### src/rtl/gold_pkg.sv
// Shared constants, the correlator width helper and the lock state type.
package gold_pkg;

   localparam int unsigned CODE_LEN_DEF = 31;

   // Enough bits to hold a match count from 0 to len inclusive.
   function automatic int unsigned corr_w(input int unsigned len);
      return $clog2(len + 1);
   endfunction

   typedef enum logic {
      SEARCH,
      LOCK
   } state_e;

endpackage

### src/rtl/gold_corr_if.sv
// Chip stream in, correlation/lock/data results out.
interface gold_corr_if
   import gold_pkg::*;
#(
   parameter int unsigned CODE_LEN = CODE_LEN_DEF
);

   localparam int unsigned CORR_W = corr_w(CODE_LEN);

   logic                chip_i;
   logic                strobe_i;
   logic                ref_load_i;
   logic [CODE_LEN-1:0] ref_code_i;
   logic [CORR_W-1:0]   corr_o;
   logic                corr_valid_o;
   logic                lock_o;
   logic                data_bit_o;
   logic                data_valid_o;

   // Chip source / reference loader side.
   modport master (
      output chip_i, strobe_i, ref_load_i, ref_code_i,
      input  corr_o, corr_valid_o, lock_o, data_bit_o, data_valid_o
   );

   // Correlator side.
   modport slave (
      input  chip_i, strobe_i, ref_load_i, ref_code_i,
      output corr_o, corr_valid_o, lock_o, data_bit_o, data_valid_o
   );

endinterface

### src/rtl/gold_popcount.sv
// Combinational population count over a WIDTH-bit vector.
module gold_popcount #(
   parameter int unsigned WIDTH = 31
) (
   input  logic [WIDTH-1:0]           data_i,
   output logic [$clog2(WIDTH+1)-1:0] count_o
);

   localparam int unsigned OUT_W = $clog2(WIDTH + 1);

   // Sum every set bit.
   always_comb begin
      count_o = '0;
      for (int i = 0; i < int'(WIDTH); i++) begin
         count_o = count_o + OUT_W'(data_i[i]);
      end
   end

endmodule

### src/rtl/gold_corr.sv
// Sliding-window Gold code correlator with epoch-tracked lock and despreading.
module gold_corr
   import gold_pkg::*;
#(
   parameter int unsigned CODE_LEN = CODE_LEN_DEF,
   parameter int unsigned THRESH   = 28,
   parameter int unsigned MISS_MAX = 3
) (
   input logic        clkin,
   input logic        rst,
   gold_corr_if.slave bus
);

   localparam int unsigned CORR_W = corr_w(CODE_LEN);
   localparam int unsigned PH_W   = (CODE_LEN > 1) ? $clog2(CODE_LEN) : 1;
   localparam int unsigned MISS_W = (MISS_MAX > 1) ? $clog2(MISS_MAX + 1) : 1;

   localparam logic [CORR_W-1:0] FILL_FULL = CORR_W'(CODE_LEN);
   localparam logic [CORR_W-1:0] THR_HI    = CORR_W'(THRESH);
   localparam logic [CORR_W-1:0] THR_LO    = CORR_W'(CODE_LEN - THRESH);
   localparam logic [PH_W-1:0]   PH_LAST   = PH_W'(CODE_LEN - 1);
   localparam logic [MISS_W-1:0] MISS_LAST = MISS_W'(MISS_MAX - 1);

   logic [CODE_LEN-1:0] hist_q;
   logic [CODE_LEN-1:0] ref_q;
   logic [CORR_W-1:0]   fill_q;
   logic                shifted_q;
   logic [CORR_W-1:0]   match_cnt;
   logic [CORR_W-1:0]   corr_q;
   logic                corr_valid_q;

   state_e              state_q, state_d;
   logic [PH_W-1:0]     phase_q, phase_d;
   logic [MISS_W-1:0]   miss_q, miss_d;
   logic                data_bit_q, data_bit_d;
   logic                data_valid_q, data_valid_d;

   logic                peak_hi, peak_lo;

   gold_popcount #(
      .WIDTH (CODE_LEN)
   ) u_popcount (
      .data_i  (~(hist_q ^ ref_q)),
      .count_o (match_cnt)
   );

   // Chip history, reference and fill tracking; a load discards any coincident chip.
   always_ff @(posedge clkin or posedge rst) begin
      if (rst) begin
         hist_q    <= '0;
         ref_q     <= '0;
         fill_q    <= '0;
         shifted_q <= 1'b0;
      end else if (bus.ref_load_i) begin
         ref_q     <= bus.ref_code_i;
         hist_q    <= '0;
         fill_q    <= '0;
         shifted_q <= 1'b0;
      end else begin
         shifted_q <= bus.strobe_i;
         if (bus.strobe_i) begin
            hist_q <= {hist_q[CODE_LEN-2:0], bus.chip_i};
            if (fill_q != FILL_FULL) begin
               fill_q <= fill_q + CORR_W'(1);
            end
         end
      end
   end

   // Register the correlation one cycle after the chip lands in the history.
   always_ff @(posedge clkin or posedge rst) begin
      if (rst) begin
         corr_q       <= '0;
         corr_valid_q <= 1'b0;
      end else begin
         corr_valid_q <= shifted_q && (fill_q == FILL_FULL) && !bus.ref_load_i;
         if (shifted_q) begin
            corr_q <= match_cnt;
         end
      end
   end

   assign peak_hi = (corr_q >= THR_HI);
   assign peak_lo = (corr_q <= THR_LO);

   // Lock state, epoch phase, miss count and despread output registers.
   always_ff @(posedge clkin or posedge rst) begin
      if (rst) begin
         state_q      <= SEARCH;
         phase_q      <= '0;
         miss_q       <= '0;
         data_bit_q   <= 1'b0;
         data_valid_q <= 1'b0;
      end else begin
         state_q      <= state_d;
         phase_q      <= phase_d;
         miss_q       <= miss_d;
         data_bit_q   <= data_bit_d;
         data_valid_q <= data_valid_d;
      end
   end

   // Acquire on any peak; once locked only the epoch correlation counts.
   always_comb begin
      state_d      = state_q;
      phase_d      = phase_q;
      miss_d       = miss_q;
      data_bit_d   = data_bit_q;
      data_valid_d = 1'b0;
      if (bus.ref_load_i) begin
         state_d = SEARCH;
         phase_d = '0;
         miss_d  = '0;
      end else if (corr_valid_q) begin
         case (state_q)
            SEARCH: begin
               if (peak_hi || peak_lo) begin
                  state_d      = LOCK;
                  phase_d      = '0;
                  miss_d       = '0;
                  data_bit_d   = peak_hi;
                  data_valid_d = 1'b1;
               end
            end
            LOCK: begin
               if (phase_q == PH_LAST) begin
                  phase_d = '0;
                  if (peak_hi || peak_lo) begin
                     miss_d       = '0;
                     data_bit_d   = peak_hi;
                     data_valid_d = 1'b1;
                  end else if (miss_q == MISS_LAST) begin
                     state_d = SEARCH;
                     miss_d  = '0;
                  end else begin
                     miss_d = miss_q + MISS_W'(1);
                  end
               end else begin
                  phase_d = phase_q + PH_W'(1);
               end
            end
            default: state_d = SEARCH;
         endcase
      end
   end

   assign bus.corr_o       = corr_q;
   assign bus.corr_valid_o = corr_valid_q;
   assign bus.lock_o       = (state_q == LOCK);
   assign bus.data_bit_o   = data_bit_q;
   assign bus.data_valid_o = data_valid_q;

endmodule
### src/flat_wrapper.sv
// flat-port wrapper written by rule: the top's interface ports become plain ports
module gold_corr_flat import gold_pkg::*;
#(
   parameter int unsigned CODE_LEN = CODE_LEN_DEF,
   parameter int unsigned THRESH   = 28,
   parameter int unsigned MISS_MAX = 3
)
  (clkin, rst, bus_chip_i, bus_strobe_i, bus_ref_load_i, bus_ref_code_i, bus_corr_o, bus_corr_valid_o, bus_lock_o, bus_data_bit_o, bus_data_valid_o);
  gold_corr_if #(.CODE_LEN(CODE_LEN)) bus_i ();
  input logic clkin;
  input logic rst;
  input wire logic [$bits(bus_i.chip_i)-1:0] bus_chip_i;
  input wire logic [$bits(bus_i.strobe_i)-1:0] bus_strobe_i;
  input wire logic [$bits(bus_i.ref_load_i)-1:0] bus_ref_load_i;
  input wire logic [$bits(bus_i.ref_code_i)-1:0] bus_ref_code_i;
  output wire logic [$bits(bus_i.corr_o)-1:0] bus_corr_o;
  output wire logic [$bits(bus_i.corr_valid_o)-1:0] bus_corr_valid_o;
  output wire logic [$bits(bus_i.lock_o)-1:0] bus_lock_o;
  output wire logic [$bits(bus_i.data_bit_o)-1:0] bus_data_bit_o;
  output wire logic [$bits(bus_i.data_valid_o)-1:0] bus_data_valid_o;
  assign bus_i.chip_i = bus_chip_i;
  assign bus_i.strobe_i = bus_strobe_i;
  assign bus_i.ref_load_i = bus_ref_load_i;
  assign bus_i.ref_code_i = bus_ref_code_i;
  assign bus_corr_o = bus_i.corr_o;
  assign bus_corr_valid_o = bus_i.corr_valid_o;
  assign bus_lock_o = bus_i.lock_o;
  assign bus_data_bit_o = bus_i.data_bit_o;
  assign bus_data_valid_o = bus_i.data_valid_o;
  gold_corr #(.CODE_LEN(CODE_LEN), .THRESH(THRESH), .MISS_MAX(MISS_MAX)) u_core (.clkin(clkin), .rst(rst), .bus(bus_i));
endmodule
### config.mk
export PLATFORM = sky130hd
export DESIGN_NAME = gold_corr_flat
export DESIGN_NICKNAME = d
export VERILOG_FILES = /design/src/rtl/gold_pkg.sv /design/src/rtl/gold_corr_if.sv /design/src/rtl/gold_popcount.sv /design/src/rtl/gold_corr.sv /design/src/flat_wrapper.sv
export SDC_FILE = /design/constraint.sdc
export NUM_CORES = 1
export LEC_CHECK = 0
export CORE_UTILIZATION = 40
export DETAILED_ROUTE_END_ITERATION = 10
export PLACE_DENSITY_LB_ADDON = 0.1
export SYNTH_ARGS = -nofsm -noshare
export SYNTH_HDL_FRONTEND = slang
export SYNTH_SLANG_ARGS = --single-unit
### constraint.sdc
create_clock -name clkin -period 5.7 [get_ports clkin]
set_clock_uncertainty 0.1 [all_clocks]
set_input_delay 0.855 -clock clkin [delete_from_list [all_inputs] [get_ports clkin]]
set_output_delay 0.855 -clock clkin [all_outputs]
set_load 0.02 [all_outputs]
==> summary.md, run 1 <==
| Metric | Value |
|---|---|
| Outcome | complete, no violations |
| Placed cells | 534 |
| Crit path cell chain | xor2_2 -> fa_1 -> fa_1 -> inv_1 -> fa_1 -> inv_1 -> fa_1 -> fa_1 -> inv_1 -> fa_1 -> fa_1 -> inv_1 -> fa_1 -> nor2b_1 -> o21a_1 -> o21a_1 -> o31ai_2 |
| FILL cells | 997 |
| Vias per Instance | 4.76 |
| Final Hold Viols | 0 |
| HPWL Detailed | 5620 um |
| Yosys top cell area share | 47.4% |
| Residual DRC | 0 |
| Clk buf depth | 2 |
| Static Leak | 2.43 nW |
| R2R depth | 17 |
| Clock root buffer | clkbuf_8 |
| Syn nets | 431 |
| Placed inst area | 5000 um^2 |
| Total clock sinks | 84 |
| Iteration count of the initial detailed-routing pass | 4 |
| Synth cell count leaders | 84 x dfrtp_1, 44 x nor2_1, 37 x mux2i_1, 34 x mux2_2, 30 x inv_1 |
| Fmax | 0.184 GHz |
| Rows | 38 |
| Die height | 107 um |
| Crit-path slowest cell | fa_1 |
| DR vias | 2,619 |
| MaxCap Viol Count | 0 |
| Total Power | 2.50 mW |
| Share of layout cells above drive strength 1 | 14.9% |
| Dominant cells by area after synthesis | dfrtp_1 47%, fa_1 10%, mux2_2 8.6% |
| Register bit count reported by yosys | 84 |
| Worst-Margin Slew | 713 ps |
| Multi-input logic area | 2170 um^2 |
| Most used cell, CP | fa_1 |
| Ys Warns | 0 |
| Area Overhead vs Synth | 17.6% |
| Vias in the first global route | 2,829 |
| Peak supply drop | 0.000278 V |
| Syn Area/Cell | 12.3 um^2 |
| Crit path DAT | 5600 ps |
| Largest net degree at the start of global routing | 47 |
| Sequential-to-total area share from yosys stat | 47.4% |
| FF-to-FF End | u_core.bus.corr_o[4]$_DFFE_PP0P_ |
| Initial antenna violation count | 0 |
| Pwr dens | 479 nW/um^2 |
| Post-synth top area cell | dfrtp_1 |
| Asr flop ratio synth | 100% |
| Global-route wire length before repair | 13,600 um |
| Most frequent cell after synthesis | dfrtp_1 |
| # setup viols final | 0 |
| Number of nets in the layout | 475 |
| Crit Path Class | reg -> reg |
| Die Span X | 107 um |
| Netlist Area Pre-Place | 4430 um^2 |
| Core Area | 10,800 um^2 |
| Reg clk slew, reported paths | 80 ps |
| Critical path's largest stage delay | 560 ps |
| Crit-path max FO | 3 |
| Inserted Clock Buffers | 9 |
| Crit path capture type | flip-flop |
| Final clock period utilization by the worst path | 95.4% |
| CTS resizes | 0 |
| Number of synthesized flops with an enable pin | 0 |
| Cts hold-fix bufs | 0 |
| Post-route ant nets | 0 |
| FF-to-FF Start | u_core.hist_q[19]$_DFFE_PP0P_ |
| Ys flop type | dfrtp_1 |
| CTS tree | yes |
| Pins Over Slew Limit | 0 |
| # Post-CTS Setup Buffers | 0 |
| Yosys cell types | 37 |
| Die ar. | 11,500 um^2 |
| Startpoint types | flip-flop |
| Max-slew headroom | 52.4% |
| Register area | 2100 um^2 |
| Worst path required time | 5870 ps |
| GRT Util Overall | 15.7% |
| WL/cell | 14.2 um |
| Starting Density | 40.9% |
| Class of the worst hold path | reg -> reg |
| Final min period | 5440 ps |
| WHS Endpoint | u_core.bus.corr_o[0]$_DFFE_PP0P_ |
| Post-Syn Instances | 361 |
| Clk Latency, worst-skew pair | 350 ps |
| I/O pins | 45 |
| DRT iter0 DRCs | 78 |
| Total wire length | 7820 um |
| Hold Path Stages | 1 |
| R2r setup slk | 260 ps |
| PortBufs | 44 |
| Fin area | 5210 um^2 |
| Final Non-Filler Cells | 550 |
| H-tree Lvls | 3 |
| Ant. Diodes | 0 |
| Total gr overflow | 0 |
| Hold path start | u_core.bus.corr_o[0]$_DFFE_PP0P_ |
| Hold_ws | 424 ps |
| GP Congestion | 0.710 |
[registers in the layout (all words and copies together) (netlist names)]
| name | flops |
|---|---|
| u_core.miss_q | 2 |
| u_core.bus.data_bit_o | 1 |
| u_core.bus.data_valid_o | 1 |
| u_core.shifted_q | 1 |
| u_core.ref_q | 31 |
| u_core.phase_q | 5 |
| u_core.bus.corr_valid_o | 1 |
| u_core.bus.lock_o | 1 |
| u_core.fill_q | 5 |
| u_core.bus.corr_o | 5 |
| u_core.hist_q | 31 |
[power by group]
part           total (mW)  switching, mW  internal (mW)
combinational        1.39          0.700          0.688
clock               0.418          0.199          0.219
sequential          0.690         0.0452          0.645
total                2.50          0.945           1.55
[cell families (layout without fill, tap and decap cells)]
| kind of cell | count (synthesis) | after routing | share of synthesized area, % |
|---|---|---|---|
| multiplexers | 72 | 72 | 17.3 |
| flip-flops | 84 | 84 | 47.4 |
| AND/OR/NAND/NOR | 74 | 74 | 8.24 |
| buffers and inverters | 44 | 93 | 3.95 |
| XOR/XNOR | 36 | 36 | 7.11 |
| adder cells (fa/ha/maj) | 34 | 34 | 13.5 |
| AO/OA/AOI/OAI | 17 | 17 | 2.51 |
[metal layers]
layer	vias to the layer above	part of all wire, %	track usage [%]
met5	-	0	0
met4	0	1.6	6.16
met3	10	3.9	4.42
met2	41	45	24.0
met1	1298	50	21.2
li1	1270	-	-
[per-stage QoR]
stage                     util (%)  worst slack [ps]  TNS [ps]
final                         48.1               263         0
after global placement        46.1               380         0
after detailed placement      46.1               284         0
after CTS                     48.0               265         0
after global routing          48.1             -25.2     -25.2
after floorplan                  -               534         0
[worst max path at each step]
stage	startpoint	endpoint	slack, ps	cells after the start
3_3_place_gp	u_core.hist_q[19]$_DFFE_PP0P_	u_core.bus.corr_o[4]$_DFFE_PP0P_	380	17
4_1_cts	u_core.hist_q[17]$_DFFE_PP0P_	u_core.bus.corr_o[4]$_DFFE_PP0P_	260	17
2_1_floorplan	u_core.hist_q[0]$_DFFE_PP0P_	u_core.bus.corr_o[4]$_DFFE_PP0P_	530	16
6_report	u_core.hist_q[19]$_DFFE_PP0P_	u_core.bus.corr_o[4]$_DFFE_PP0P_	260	17
3_5_place_dp	u_core.hist_q[17]$_DFFE_PP0P_	u_core.bus.corr_o[4]$_DFFE_PP0P_	280	17
5_1_grt	u_core.hist_q[19]$_DFFE_PP0P_	u_core.bus.corr_o[4]$_DFFE_PP0P_	-30	17
[worst max-delay path, delay by kind of cell (launching register included)]
kind	cells	cell delay, ps
AO/OA/AOI/OAI	3	550
buffers and inverters	4	250
flip-flops	1	430
AND/OR/NAND/NOR	1	60
adder cells (fa/ha/maj)	8	3770
XOR/XNOR	1	200
[final cells by class]
| cell class | instances | share of cell area [%] |
|---|---|---|
| clock buffers | 16 | 3.84 |
| well taps | 140 | 3.36 |
| inverters | 30 | 2.18 |
| flip-flops and latches | 84 | 40.3 |
| multi-input cells | 233 | 41.6 |
| repair buffers | 47 | 8.69 |
[layout by cell type (no fill, tap or decap), types with 2 or more instances in the layout]
master,n
o2bb2ai_1,2
nor3_1,3
dfrtp_1,84
inv_1,29
clkbuf_1,2
nand2_1,5
nand3_1,3
buf_4,3
nor2b_1,3
fa_1,23
mux2_2,34
clkbuf_8,14
o21ai_0,4
nand4_1,3
a21oi_1,4
clkdlybuf4s50_1,42
and3_1,3
buf_2,2
nor2_1,44
ha_1,11
xor2_1,17
xnor2_1,18
nand2b_1,2
mux2i_1,37
o21a_1,2
Power figures use the tool's default switching activity.
==> inputs of run 2 (changes only) <==
--- a/config.mk
+++ b/config.mk
@@ -6,8 +6,10 @@
 export NUM_CORES = 1
 export LEC_CHECK = 0
 export CORE_UTILIZATION = 40
+export CTS_CLUSTER_DIAMETER = 40
 export DETAILED_ROUTE_END_ITERATION = 10
 export PLACE_DENSITY_LB_ADDON = 0.1
+export SLEW_MARGIN = 5
 export SYNTH_ARGS = -nofsm -noshare
 export SYNTH_HDL_FRONTEND = slang
 export SYNTH_SLANG_ARGS = --single-unit
==> results of run 2 <==
No change in the layout: final DEF, timing and power equal those of run 1.
==> inputs of run 3 (changes only) <==
--- a/config.mk
+++ b/config.mk
@@ -5,11 +5,13 @@
 export SDC_FILE = /design/constraint.sdc
 export NUM_CORES = 1
 export LEC_CHECK = 0
+export CORE_MARGIN = 5
 export CORE_UTILIZATION = 40
 export CTS_CLUSTER_DIAMETER = 40
 export DETAILED_ROUTE_END_ITERATION = 10
-export PLACE_DENSITY_LB_ADDON = 0.1
+export PLACE_DENSITY_LB_ADDON = 0.15
 export SLEW_MARGIN = 5
 export SYNTH_ARGS = -nofsm -noshare
 export SYNTH_HDL_FRONTEND = slang
 export SYNTH_SLANG_ARGS = --single-unit
+export TNS_END_PERCENT = 20
==> run 3 against run 2 <==
- die area grew 15%
- setup slack gained 77 ps
- hold slack improved by 1.3 ps
- first-iteration DRC count is 1.3% higher
- power up 0.76%
- combinational power barely moved
- sequential cell count unchanged
- cell area decreased by 0.14%
- global-route usage is 2.7 points lower
- non-clock buffer count stayed put
- clock power rose by 7.2%
- via count barely moved
==> summary.md, run 3 (synthesis gave the netlist of run 1 again) <==
| Metric | Value |
|---|---|
| Total internal power | 1.58 mW |
| Psw | 0.934 mW |
| GP Congestion | 0.749 |
| Top Registers | u_core.hist_q (31), u_core.ref_q (31) |
| Crit path cell chain | xor2_1 -> fa_1 -> fa_1 -> inv_1 -> fa_1 -> inv_1 -> fa_1 -> fa_1 -> inv_1 -> fa_1 -> fa_1 -> inv_1 -> fa_1 -> nor2b_1 -> o21a_1 -> o21a_1 -> o31ai_1 |
| Initial antenna violation count | 0 |
| Peak supply drop | 0.000252 V |
| Startpoint types | flip-flop |
| H-tree Lvls | 3 |
| Vias in the first global route | 2,888 |
| Vias per Instance | 4.78 |
| Final min period | 5360 ps |
| Met3 wire length | 258 um |
| Die height | 115 um |
| Max-slew headroom | 37.9% |
| Worst path required time | 5850 ps |
| Commonest non-fill, non-tap cells in the layout | 84 x dfrtp_1, 44 x nor2_1, 42 x clkdlybuf4s50_1 |
| Clk Latency, worst-skew pair | 340 ps |
| Crit path capture type | flip-flop |
| Final clock period utilization by the worst path | 94.0% |
| Static Leak | 2.42 nW |
| Number of nets in the layout | 475 |
| Starting Density | 40.9% |
| FF-to-FF Start | u_core.hist_q[19]$_DFFE_PP0P_ |
| Total wire length | 7750 um |
| Total gr overflow | 0 |
| Crit path DAT | 5510 ps |
| Net Sw Frac | 37.1% |
| Sequential share of power | 27.5% |
| Class of the worst hold path | reg -> reg |
| Most used cell, CP | fa_1 |
| Clock root buffer | clkbuf_8 |
| Critical path origin | u_core.hist_q[19]$_DFFE_PP0P_ |
| Max layer used | met4 |
| Reg clk slew, reported paths | 80 ps |
| Pwr dens | 483 nW/um^2 |
| Final Hold Viols | 0 |
| # Post-CTS Setup Buffers | 0 |
| Crit Path Class | reg -> reg |
| Largest net degree at the start of global routing | 57 |
| I/O pins | 45 |
| DRT iter0 DRCs | 79 |
| Inserted Clock Buffers | 9 |
| DR vias | 2,621 |
| Crit-path max FO | 3 |
| Crit-path slowest cell | fa_1 |
| Die ar. | 13,300 um^2 |
| Core Area | 10,800 um^2 |
| Setup TNS | 0 ps |
| Unrepaired setup endpoints after global routing | no |
| Die Span X | 115 um |
| Area Overhead vs Synth | 17.4% |
| WL/cell | 14.1 um |
| HPWL Detailed | 5710 um |
| Global-route wire length before repair | 13,800 um |
| Iteration count of the initial detailed-routing pass | 4 |
| # setup viols final | 0 |
| Residual DRC | 0 |
| Ant. Diodes | 0 |
| CTS tree | yes |
| R2r setup slk | 340 ps |
| Hold path start | u_core.phase_q[4]$_DFFE_PP0P_ |
| Cts hold-fix bufs | 0 |
| CTS resizes | 0 |
| Outcome | complete, no violations |
| Commonest non-fill, non-tap cell in the layout | dfrtp_1 |
| Post-route ant nets | 0 |
| Gate power share | 54.8% |
| GRT Util Overall | 13.0% |
| Fmax | 0.187 GHz |
| Share of layout cells above drive strength 1 | 14.0% |
| MaxCap Viol Count | 0 |
| Worst-Margin Slew | 931 ps |
| Hold_ws | 426 ps |
| Clock power share | 17.8% |
| Clk buf depth | 2 |
| Total clock sinks | 84 |
| PortBufs | 44 |
| Critical path's largest stage delay | 550 ps |
| Placed cells | 534 |
| Rows | 38 |
| Met2 routed WL | 3570 um |
| Pins Over Slew Limit | 0 |
| Final Non-Filler Cells | 548 |
| Metal1 wirelength | 3850 um |
## run 3: cell count changes in the layout (fill, tap and decap cells not counted)
cell,change
xor2_1,+1
o31ai_1,+1
clkbuf_8,-4
o31ai_2,-1
xor2_2,-1
bufinv_16,+2
## run 3: final cells by class
class	instances	area [um^2]
clock buffer	12	145
clock inverter	2	60.1
fill	1010	5640
inverter	30	114
multi-input combinational	233	2150
sequential	84	2100
tap	140	175
timing repair buffer	47	453
## run 3: critical path, delay by kind of cell, from the launching register on
kind	cells	cell delay (ps)
compound gates	3	550
fa+ha+maj	8	3700
flops	1	410
xor+xnor	1	220
simple gates	1	50
buf+inv	4	240
## run 3: per-stage QoR
step                      total power, mW  area, um^2  worst slack, ps  utilization, %
after floorplan                      1.79        4430              534               -
after global placement               2.07        5000              371            46.1
after detailed placement             2.12        5000              334            46.1
after CTS                            2.58        5200              304            48.0
after global routing                 2.82        5200             64.1            48.0
final                                2.52        5200              339            48.0
## run 3: worst paths after layout
| check | cells past startpoint | to |
|---|---|---|
| min | 1 | u_core.phase_q[4]$_DFFE_PP0P_ |
| max reg2reg | 17 | u_core.bus.corr_o[4]$_DFFE_PP0P_ |
| min reg2reg | 1 | u_core.phase_q[4]$_DFFE_PP0P_ |
| min in group asynchronous | 2 | u_core.ref_q[28]$_DFFE_PP0P_ |
| max | 17 | u_core.bus.corr_o[4]$_DFFE_PP0P_ |
| max in group asynchronous | 3 | u_core.phase_q[0]$_DFFE_PP0P_ |
## run 3: power by group through the flow
stage	logic, mW	clock network, mW	registers, mW
6_report	1.38	0.448	0.691
3_3_place_gp	1.37	0	0.701
3_5_place_dp	1.42	0	0.703
5_1_grt	1.63	0.490	0.698
2_1_floorplan	1.08	0	0.711
4_1_cts	1.42	0.467	0.691
## run 3: metal layers
| metal | GRT usage [%] | up-vias |
|---|---|---|
| li1 | - | 1271 |
| met1 | 18.2 | 1312 |
| met2 | 20.5 | 32 |
| met3 | 2.58 | 6 |
| met4 | 3.99 | 0 |
| met5 | 0 | - |
